--- config.mk ---
export PLATFORM = sky130hd
export DESIGN_NAME = uart_tx_scheduler
export DESIGN_NICKNAME = d
export VERILOG_FILES = /design/src/rtl/uart_pkg.sv /design/src/rtl/uart_byte_fifo.sv /design/src/rtl/uart_tx_scheduler.sv
export SDC_FILE = /design/constraint.sdc
export NUM_CORES = 1
export LEC_CHECK = 0
export ABC_AREA = 1
export BUFFER_PORTS_ARGS = -buffer_cell sky130_fd_sc_hd__buf_2
export CAP_MARGIN = 20
export CORE_UTILIZATION = 50
export DETAILED_ROUTE_END_ITERATION = 6
export GPL_ROUTABILITY_DRIVEN = 0
export PLACE_DENSITY = 0.69
export SYNTH_ARGS = -nofsm -noshare
export SYNTH_HDL_FRONTEND = slang
export SYNTH_SLANG_ARGS = --single-unit
--- constraint.sdc ---
create_clock -name i_clk -period 2.75 [get_ports i_clk]
set_input_delay 0.275 -clock i_clk [delete_from_list [all_inputs] [get_ports i_clk]]
set_output_delay 0.275 -clock i_clk [all_outputs]
set_load 0.01 [all_outputs]
--- src/rtl/uart_pkg.sv ---
// Shared types and sizes for the UART transmit scheduler slice.
package uart_pkg;
  localparam int UART_BYTE_W        = 8;
  localparam int DEFAULT_FIFO_DEPTH = 8;

  typedef enum logic {
    ST_IDLE      = 1'b0,
    ST_WAIT_DONE = 1'b1
  } tx_state_e;
endpackage

--- src/rtl/uart_byte_fifo.sv ---
// Byte FIFO with registered storage, count-based full/empty and no read-during-write bypass.
// A byte pushed at an edge is visible at the head one cycle later; push is dropped when full, pop when empty.
module uart_byte_fifo
  import uart_pkg::*;
#(
  parameter int DEPTH = DEFAULT_FIFO_DEPTH,
  parameter int CNT_W = $clog2(DEPTH + 1)
) (
  input  logic                   i_clk,
  input  logic                   i_rst_n,
  input  logic                   i_push,
  input  logic [UART_BYTE_W-1:0] i_push_dat,
  input  logic                   i_pop,
  output logic [UART_BYTE_W-1:0] o_head_dat,
  output logic                   o_full,
  output logic                   o_empty,
  output logic [CNT_W-1:0]       o_count
);
  localparam int AW = (DEPTH > 1) ? $clog2(DEPTH) : 1;

  logic [UART_BYTE_W-1:0] mem_q [DEPTH];
  logic [UART_BYTE_W-1:0] mem_d [DEPTH];
  logic [AW-1:0]          wr_ptr_q, wr_ptr_d;
  logic [AW-1:0]          rd_ptr_q, rd_ptr_d;
  logic [CNT_W-1:0]       count_q, count_d;
  logic                   do_push, do_pop;

  assign o_full     = (count_q == CNT_W'(DEPTH));
  assign o_empty    = (count_q == '0);
  assign o_count    = count_q;
  assign o_head_dat = mem_q[rd_ptr_q];
  assign do_push    = i_push && !o_full;
  assign do_pop     = i_pop && !o_empty;

  // Pointers wrap naturally because DEPTH is a power of two.
  always_comb begin
    mem_d    = mem_q;
    wr_ptr_d = wr_ptr_q;
    rd_ptr_d = rd_ptr_q;
    if (do_push) begin
      mem_d[wr_ptr_q] = i_push_dat;
      wr_ptr_d        = wr_ptr_q + 1'b1;
    end
    if (do_pop) begin
      rd_ptr_d = rd_ptr_q + 1'b1;
    end
    count_d = count_q + CNT_W'(do_push) - CNT_W'(do_pop);
  end

  always_ff @(posedge i_clk or negedge i_rst_n) begin
    if (!i_rst_n) begin
      for (int i = 0; i < DEPTH; i++) begin
        mem_q[i] <= '0;
      end
      wr_ptr_q <= '0;
      rd_ptr_q <= '0;
      count_q  <= '0;
    end else begin
      mem_q    <= mem_d;
      wr_ptr_q <= wr_ptr_d;
      rd_ptr_q <= rd_ptr_d;
      count_q  <= count_d;
    end
  end
endmodule

--- src/rtl/uart_tx_scheduler.sv ---
// Round-robin arbitration of NUM_REQ byte producers into a FIFO that feeds one UART serializer.
// Push-to-DV is two edges; producers stall on o_req_ready, which drops while the FIFO is full.
module uart_tx_scheduler
  import uart_pkg::*;
#(
  parameter  int NUM_REQ    = 2,
  parameter  int FIFO_DEPTH = DEFAULT_FIFO_DEPTH,
  parameter  int CNT_W      = $clog2(FIFO_DEPTH + 1),
  localparam int LG_W       = (NUM_REQ > 1) ? $clog2(NUM_REQ) : 1
) (
  input  logic                           i_clk,
  input  logic                           i_rst_n,
  input  logic [NUM_REQ-1:0]             i_req_valid,
  input  logic [UART_BYTE_W*NUM_REQ-1:0] i_req_data,
  output logic [NUM_REQ-1:0]             o_req_ready,
  output logic                           o_tx_dv,
  output logic [UART_BYTE_W-1:0]         o_tx_byte,
  input  logic                           i_tx_active,
  input  logic                           i_tx_done,
  output logic [CNT_W-1:0]               o_fifo_count,
  output logic                           o_busy,
  output logic [LG_W-1:0]                o_last_grant
);
  logic [UART_BYTE_W-1:0] req_byte [NUM_REQ];
  logic [LG_W-1:0]        rr_ptr_q, rr_ptr_d;
  logic [LG_W-1:0]        last_grant_q, last_grant_d;
  logic [LG_W-1:0]        cand_idx, win_idx;
  logic [NUM_REQ-1:0]     grant;
  logic                   grant_vld;

  tx_state_e              state_q, state_d;
  logic                   tx_dv_q, tx_dv_d;
  logic [UART_BYTE_W-1:0] tx_byte_q, tx_byte_d;

  logic                   fifo_pop, fifo_full, fifo_empty;
  logic [UART_BYTE_W-1:0] fifo_head;
  logic [CNT_W-1:0]       fifo_count;

  always_comb begin
    for (int i = 0; i < NUM_REQ; i++) begin
      req_byte[i] = i_req_data[i*UART_BYTE_W +: UART_BYTE_W];
    end
  end

  // rr_ptr_q is the highest-priority index; o_last_grant is kept separately so it can reset to 0.
  always_comb begin
    grant        = '0;
    grant_vld    = 1'b0;
    cand_idx     = '0;
    win_idx      = '0;
    rr_ptr_d     = rr_ptr_q;
    last_grant_d = last_grant_q;
    if (i_rst_n && !fifo_full) begin
      for (int i = 0; i < NUM_REQ; i++) begin
        cand_idx = LG_W'((int'(rr_ptr_q) + i) % NUM_REQ);
        if (!grant_vld && i_req_valid[cand_idx]) begin
          grant_vld = 1'b1;
          win_idx   = cand_idx;
        end
      end
    end
    if (grant_vld) begin
      grant[win_idx] = 1'b1;
      last_grant_d   = win_idx;
      rr_ptr_d       = LG_W'((int'(win_idx) + 1) % NUM_REQ);
    end
  end

  uart_byte_fifo #(
    .DEPTH (FIFO_DEPTH),
    .CNT_W (CNT_W)
  ) u_fifo (
    .i_clk      (i_clk),
    .i_rst_n    (i_rst_n),
    .i_push     (grant_vld),
    .i_push_dat (req_byte[win_idx]),
    .i_pop      (fifo_pop),
    .o_head_dat (fifo_head),
    .o_full     (fifo_full),
    .o_empty    (fifo_empty),
    .o_count    (fifo_count)
  );

  // IDLE re-samples i_tx_active, which covers the serializer's cleanup cycle after done.
  always_comb begin
    state_d   = state_q;
    tx_dv_d   = 1'b0;
    tx_byte_d = tx_byte_q;
    fifo_pop  = 1'b0;
    case (state_q)
      ST_IDLE: begin
        if (!fifo_empty && !i_tx_active) begin
          fifo_pop  = 1'b1;
          tx_dv_d   = 1'b1;
          tx_byte_d = fifo_head;
          state_d   = ST_WAIT_DONE;
        end
      end
      ST_WAIT_DONE: begin
        if (i_tx_done) begin
          state_d = ST_IDLE;
        end
      end
      default: state_d = ST_IDLE;
    endcase
  end

  always_ff @(posedge i_clk or negedge i_rst_n) begin
    if (!i_rst_n) begin
      state_q      <= ST_IDLE;
      tx_dv_q      <= 1'b0;
      tx_byte_q    <= '0;
      rr_ptr_q     <= '0;
      last_grant_q <= '0;
    end else begin
      state_q      <= state_d;
      tx_dv_q      <= tx_dv_d;
      tx_byte_q    <= tx_byte_d;
      rr_ptr_q     <= rr_ptr_d;
      last_grant_q <= last_grant_d;
    end
  end

  assign o_req_ready  = grant;
  assign o_tx_dv      = tx_dv_q;
  assign o_tx_byte    = tx_byte_q;
  assign o_fifo_count = fifo_count;
  assign o_busy       = !fifo_empty || (state_q != ST_IDLE);
  assign o_last_grant = last_grant_q;
endmodule

---- After elaboration in Yosys (flattened, before gate mapping) ----
Cells that the tools add are included.
cells by class
  equality and inequality tests ........... 1
  bitwise operators ....................... 4
  magnitude comparators ................... 8
  mux-type cells .......................... 27
  reductions and logical operators ........ 14
  $add $sub $neg .......................... 6
operator list
  cell                   number
  $bwmux W64             1
  $mux W8                6
  $bmux W8 S3            1
  $demux W8 S3           1
  $mux W1                15
  $ge A4 B4 Y1 const B   2
  $not A3 Y4             2
  $logic_and A1 B1 Y1    7
  $add A3 B1 Y3 const B  2
  $lt A1 B2 Y1 const B   3
  $add A4 B1 Y4          1
  $eq A4 B4 Y1 const B   1
  $logic_not A1 Y1       4
  $logic_not A4 Y1       1
  $lt A4 B1 Y1 const B   1
  $sub A4 B1 Y4          1
  $add A1 B1 Y1 const B  2
  $ge A2 B2 Y1 const B   1
  $mux W2                1
  $not A1 Y2             1
  $pmux W1 S2            1
  $reduce_and A2 Y1      1
  $demux W1 S1           1
  $ge A1 B1 Y1 const B   1
  2 further kinds        2
word-level totals
  register bits ........................... 86
  output and inout bits ................... 17
  bits of input ports ..................... 22

---- Logic depth before layout (Yosys ltp) ----
  depth in word-level cells ............... 13
  depth in mapped cells ................... 12
  gate-level depth less buffers ........... 11

---- By module ----
From an unflattened synthesis, not the netlist that was laid out.
second synthesis, totals
  cells, all modules ...................... 654
  area, all modules ....................... 5024.8 µm²
modules (own cells, without submodules)
  module             cells an instance  times used  area an instance (µm²)
  uart_byte_fifo     571                1           4376.7
  uart_tx_scheduler  83                 1           648.1

---- Worst setup path before layout ----
OpenSTA, ideal clock, no wires.
  path type ............................... register to register
  start ................................... register u_fifo.count_q[2] (netlist: u_fifo.o_count[2])
  end ..................................... register u_fifo.count_q[2] (netlist: u_fifo.o_count[2])
  arrival ................................. 2026 ps
  clock period less this slack ............ 2148 ps
  required time ........................... 2627 ps
  setup time .............................. 123 ps
  cell stages (with the launch flop) ...... 13
  path buffers ............................ 1
  slack ................................... 602 ps
  cells stage by stage .................... dfrtp_1 inv_1 ha_1 nand2_1 nand3_1 buf_2 inv_1 ha_1 inv_1 ha_1 inv_1 fa_1 xnor2_1
on the way
  cells in the longest elaborated chain, start to end .. 7
  elaborated cells between the ends (all ways) .. 13
  those cells by class .................... add/sub: 2; eq/ne: 1; mux: 3; reduce/logical: 7
ends and longest elaborated chain
  element                 RTL line                                       source
  start, declared         uart_byte_fifo.sv:25                           logic [CNT_W-1:0] count_q, count_d;
  start signal, assigned  uart_byte_fifo.sv:62                           count_q <= count_d;
  $logic_not A4 Y1 *      uart_byte_fifo.sv:29                           assign o_empty = (count_q == '0);
  $logic_not A1 Y1 *      uart_byte_fifo.sv:33, uart_tx_scheduler.sv:92
  $logic_and A1 B1 Y1     uart_tx_scheduler.sv:92                        if (!fifo_empty && !i_tx_active) begin
  $mux W1                 uart_tx_scheduler.sv:92
  $mux W1                 uart_tx_scheduler.sv:90                        case (state_q)
  $logic_and A1 B1 Y1 *   uart_byte_fifo.sv:33                           assign do_pop = i_pop && !o_empty;
  via u_fifo.do_pop       uart_byte_fifo.sv:26                           logic do_push, do_pop;
  $sub A4 B1 Y4 *         uart_byte_fifo.sv:47                           count_d = count_q + CNT_W'(do_push) - CNT_W'(do_pop);
  via u_fifo.count_d[2]   uart_byte_fifo.sv:25
The timed path passes the listed nets; every way through them passes the cells marked *.
A chain may end at the register's enable or synchronous reset.

---- Worst setup path in the final report ----
  start ................................... input port i_rst_n
  end ..................................... register u_fifo.count_q[2] (netlist: u_fifo.o_count[2])
on the way
  cells in the longest elaborated chain, start to end .. 5
ends and longest elaborated chain
  element                RTL line                 source
  start, declared        uart_tx_scheduler.sv:12  input logic i_rst_n,
  $logic_and A1 B1 Y1    uart_tx_scheduler.sv:53  if (i_rst_n && !fifo_full) begin
  $mux W1                uart_tx_scheduler.sv:53
  $logic_and A1 B1 Y1    uart_byte_fifo.sv:32     assign do_push = i_push && !o_full;
  via u_fifo.do_push     uart_byte_fifo.sv:26
  $add A4 B1 Y4          uart_byte_fifo.sv:47
  $sub A4 B1 Y4          uart_byte_fifo.sv:47
  via u_fifo.count_d[2]  uart_byte_fifo.sv:25
The timed path passes the listed nets, and every way through them passes these cells.

==> metrics.log <==
INFO  metric drc = 0
INFO  metric wl_per_cell = between 15 and 20 um
INFO  metric ys.warnings.count = 0
INFO  metric result_of_the_run = finished clean
INFO  metric irDropWorstVdd = ~0.00056 V
INFO  metric finalWorstPathRequiredPeriod = 2150 ps
INFO  metric layout.filler_cells = about 840
INFO  metric first_pass_grt_wire_length = about 20000 um
INFO  metric clkSinkCount = 86
INFO  metric whs_endpoint = state_q$_DFF_PN0_
INFO  metric cts_max_level = 3
INFO  metric final_net_count = 681
INFO  metric number_of_buffers_added_to_fix_hold_violations_after_cts = 1
INFO  metric drive_gt1_share = between 10% and 20%
INFO  metric synth_area_leaders = dfrtp_1 46%, nand2_1 19%, nand3_1 13%, inv_1 6.9%, nor2_8 2.6%
INFO  metric routed_met2_length = approximately 5300 um
INFO  metric endpoint_kind = flip-flop
INFO  metric totalPowerFinal = roughly 5700 uW
INFO  metric ff2ff_setup_slack = 620 ps
INFO  metric grt_antenna_before_repair = 0
INFO  metric pin_count_of_the_biggest_net_entering_global_routing = 70
INFO  metric multiInputGateArea = 2061 um^2
INFO  metric numPortBuffers = 38
INFO  metric ctsResizeCount = 0
INFO  metric fin_crit_sh = 78.17%
INFO  metric holdCritPathClass = in -> reg
INFO  metric boundaryPins = 39
INFO  metric synth.distinct_cells = 26
INFO  metric via_per_inst = about 5.4
INFO  metric maxClockFrequency = around 0.47 GHz
INFO  metric yosys_most_used_dff = dfrtp_1
INFO  metric die_w = roughly 99 um
INFO  metric dieArea = ~9700 um^2
INFO  metric pwr_density_cell = ~1100 nW/um^2
INFO  metric clk-insertion-delay-late = about 360 ps
INFO  metric tritoncts.num_buffers = 9
INFO  metric highest_layer = met4
INFO  metric floorplan.rows = 34
INFO  metric grt.total_usage = between 20% and 30%
INFO  metric slew_headroom = 41.34%
INFO  metric timing.critical_path.fanout_max = 28
INFO  metric area_fraction_of_the_dominant_cell_type_after_synthesis = between 40 and 50%
INFO  metric leakage = 0.002981 uW
INFO  metric netlist_instances = roughly 600
INFO  metric met3_wirelength = 883 um
INFO  metric flip_flop_and_latch_count_after_synthesis = 86
INFO  metric cp_data_required_time = 3000 ps
INFO  metric via_count_of_the_first_global_routing_pass = roughly 3800
INFO  metric detailed_place_hpwl = around 8000 um
INFO  metric die_h = just under 100 um
INFO  metric cts_tree = done
INFO  metric num_vias = between 4000 and 5000
INFO  metric holdPathStages = 2
INFO  metric postSynthNetCount = between 600 and 700
INFO  metric worst_r2r_startpoint = u_fifo.o_count[2]$_DFF_PN0_
INFO  metric met1Wirelength = ~5500 um
INFO  metric worst_r2r_path_depth = 9
INFO  metric grt_setup_unrepaired = no
INFO  metric drv_cap = 0
INFO  metric syn_area = between 4000 and 5000 um^2
INFO  metric seq_area_frac_synth = ~46%
INFO  metric fin_worst_skew = about 14 ps
INFO  metric arrival = between 2000 and 2500 ps
INFO  metric synth_area_per_cell = 7.678 um^2
INFO  metric clkSlewWorstSetupHoldPaths = roughly 90 ps
INFO  metric asyncSetResetFlopFracSynth = 100.0%
INFO  metric regToRegEndpoint = u_fifo.o_count[2]$_DFF_PN0_
INFO  metric final-seq-area = 2152 um^2
INFO  metric detailedRoute.firstPassIterationCount = 5
INFO  metric synth_top_cell_by_area = dfrtp_1
INFO  metric ctsLongestPathBuffers = 2
INFO  metric drt_first_iter_violations = roughly 360
INFO  metric timing.critical_path.from_type = primary input
INFO  metric ant_nets = 0
INFO  metric timing.final.hold_violations = 0
INFO  metric setup-tns-final = 0 ps
INFO  metric core-area = 8891 um^2
INFO  metric cts-root-buf = clkbuf_8
INFO  metric startpoint_of_the_worst_hold_path = i_tx_done
INFO  metric cts_post_setup_buffers_inserted = 0
INFO  metric report.final.slew_viol_count = 0
INFO  metric overflow = 0
INFO  metric crit_type = in -> reg
INFO  metric diode_insertion_count_for_antenna_repair = 0
INFO  metric postRouteWirelength = approximately 12000 um
INFO  metric tightest_slew = just under 900 ps
INFO  metric syn2layout_area_growth = 10.92%
INFO  metric synth_enable_flop_cells = 0
INFO  metric floorplan.initialDensity = ~53%
INFO  metric count_of_final_setup_violators = 0
metrics by stage:
stage | hold WS (ps) | area, um^2 | util, % | cells | setup WS [ps]
after detailed placement | 209.7 | 4961 | 55.80 | 746 | 633.4
after global placement | 202.5 | 4961 | 55.80 | 746 | 714.5
after CTS | 87.28 | 5186 | 58.33 | 763 | 581.2
after floorplan | -20.59 | 4676 | - | 609 | 601.9
after global routing | 84.10 | 5186 | 58.33 | 763 | 475.6
final | 88.40 | 5186 | 58.33 | 763 | 600.3
Yosys cell counts, drive strengths merged (3+ instances only):
master  count
buf        11
clkbuf      4
dfrtp      86
ha          8
inv        94
nand2     251
nand3     123
nand4       8
nor2       11
o21ai       3
metal layers:
layer,GRT usage [%],vias up
li1,-,1971
met1,38.25,1923
met2,41.06,166
met3,4.255,29
met4,8.840,0
met5,0,-
critical path, cell delays in order:
cell and delay, ps:
dlygate4sd3_1 540, buf_4 340, nand3_4 290, inv_2 200
ha_1 180, inv_1 60, fa_1 370, xnor2_1 140
final cells by class:
cell class / instances / share of cell area [%]
Tap cell: 108 / 2.606
Sequential cell: 86 / 41.50
Multi-Input combinational cell: 412 / 39.73
Clock buffer: 11 / 2.533
Inverter: 96 / 7.238
Clock inverter: 5 / 1.616
Timing Repair Buffer: 45 / 4.777
sequential cells by signal, indices dropped and copies added, names as in the netlist:
| name | cells |
|---|---|
| rr_ptr_q | 1 |
| state_q | 1 |
| u_fifo.mem_q | 64 |
| o_last_grant | 1 |
| u_fifo.wr_ptr_q | 3 |
| o_tx_byte | 8 |
| u_fifo.rd_ptr_q | 3 |
| o_tx_dv | 1 |
| u_fifo.o_count | 4 |
how the worst max path moves through the flow:
stage               slack (ps)                         from                           to
global route               480                      i_rst_n  u_fifo.o_count[2]$_DFF_PN0_
global placement           710  u_fifo.o_count[2]$_DFF_PN0_  u_fifo.o_count[1]$_DFF_PN0_
finish                     600                      i_rst_n  u_fifo.o_count[2]$_DFF_PN0_
detailed placement         630  u_fifo.o_count[2]$_DFF_PN0_  u_fifo.o_count[2]$_DFF_PN0_
CTS                        580                      i_rst_n  u_fifo.o_count[2]$_DFF_PN0_
floorplan                  600  u_fifo.o_count[2]$_DFF_PN0_  u_fifo.o_count[2]$_DFF_PN0_
power by group:
group          internal, uW  switching [uW]
sequential             1840             366
clock                   514             463
combinational           893            1620
placed cells by master (no fill, tap or decap), drive strengths merged, types with 3 or more instances in the layout:
cell and instances:
buf 44, clkbuf 11, nand4 8, nand3 123
inv 94, o21ai 3, nand2 251, clkinv 3
nor2 11, ha 8, dfrtp 86
cell families after synthesis:
kind of cell | after synthesis | synth area share, %
and+or+nand+nor | 393 | 39.82
xor gates and xnor gates | 4 | 0.7494
buffers and inverters | 111 | 9.901
DFF | 86 | 46.03
AOI/OAI and AO/OA | 6 | 0.9365
adders and majority gates | 9 | 2.569
No activity file was read; power rests on OpenSTA's default activity.
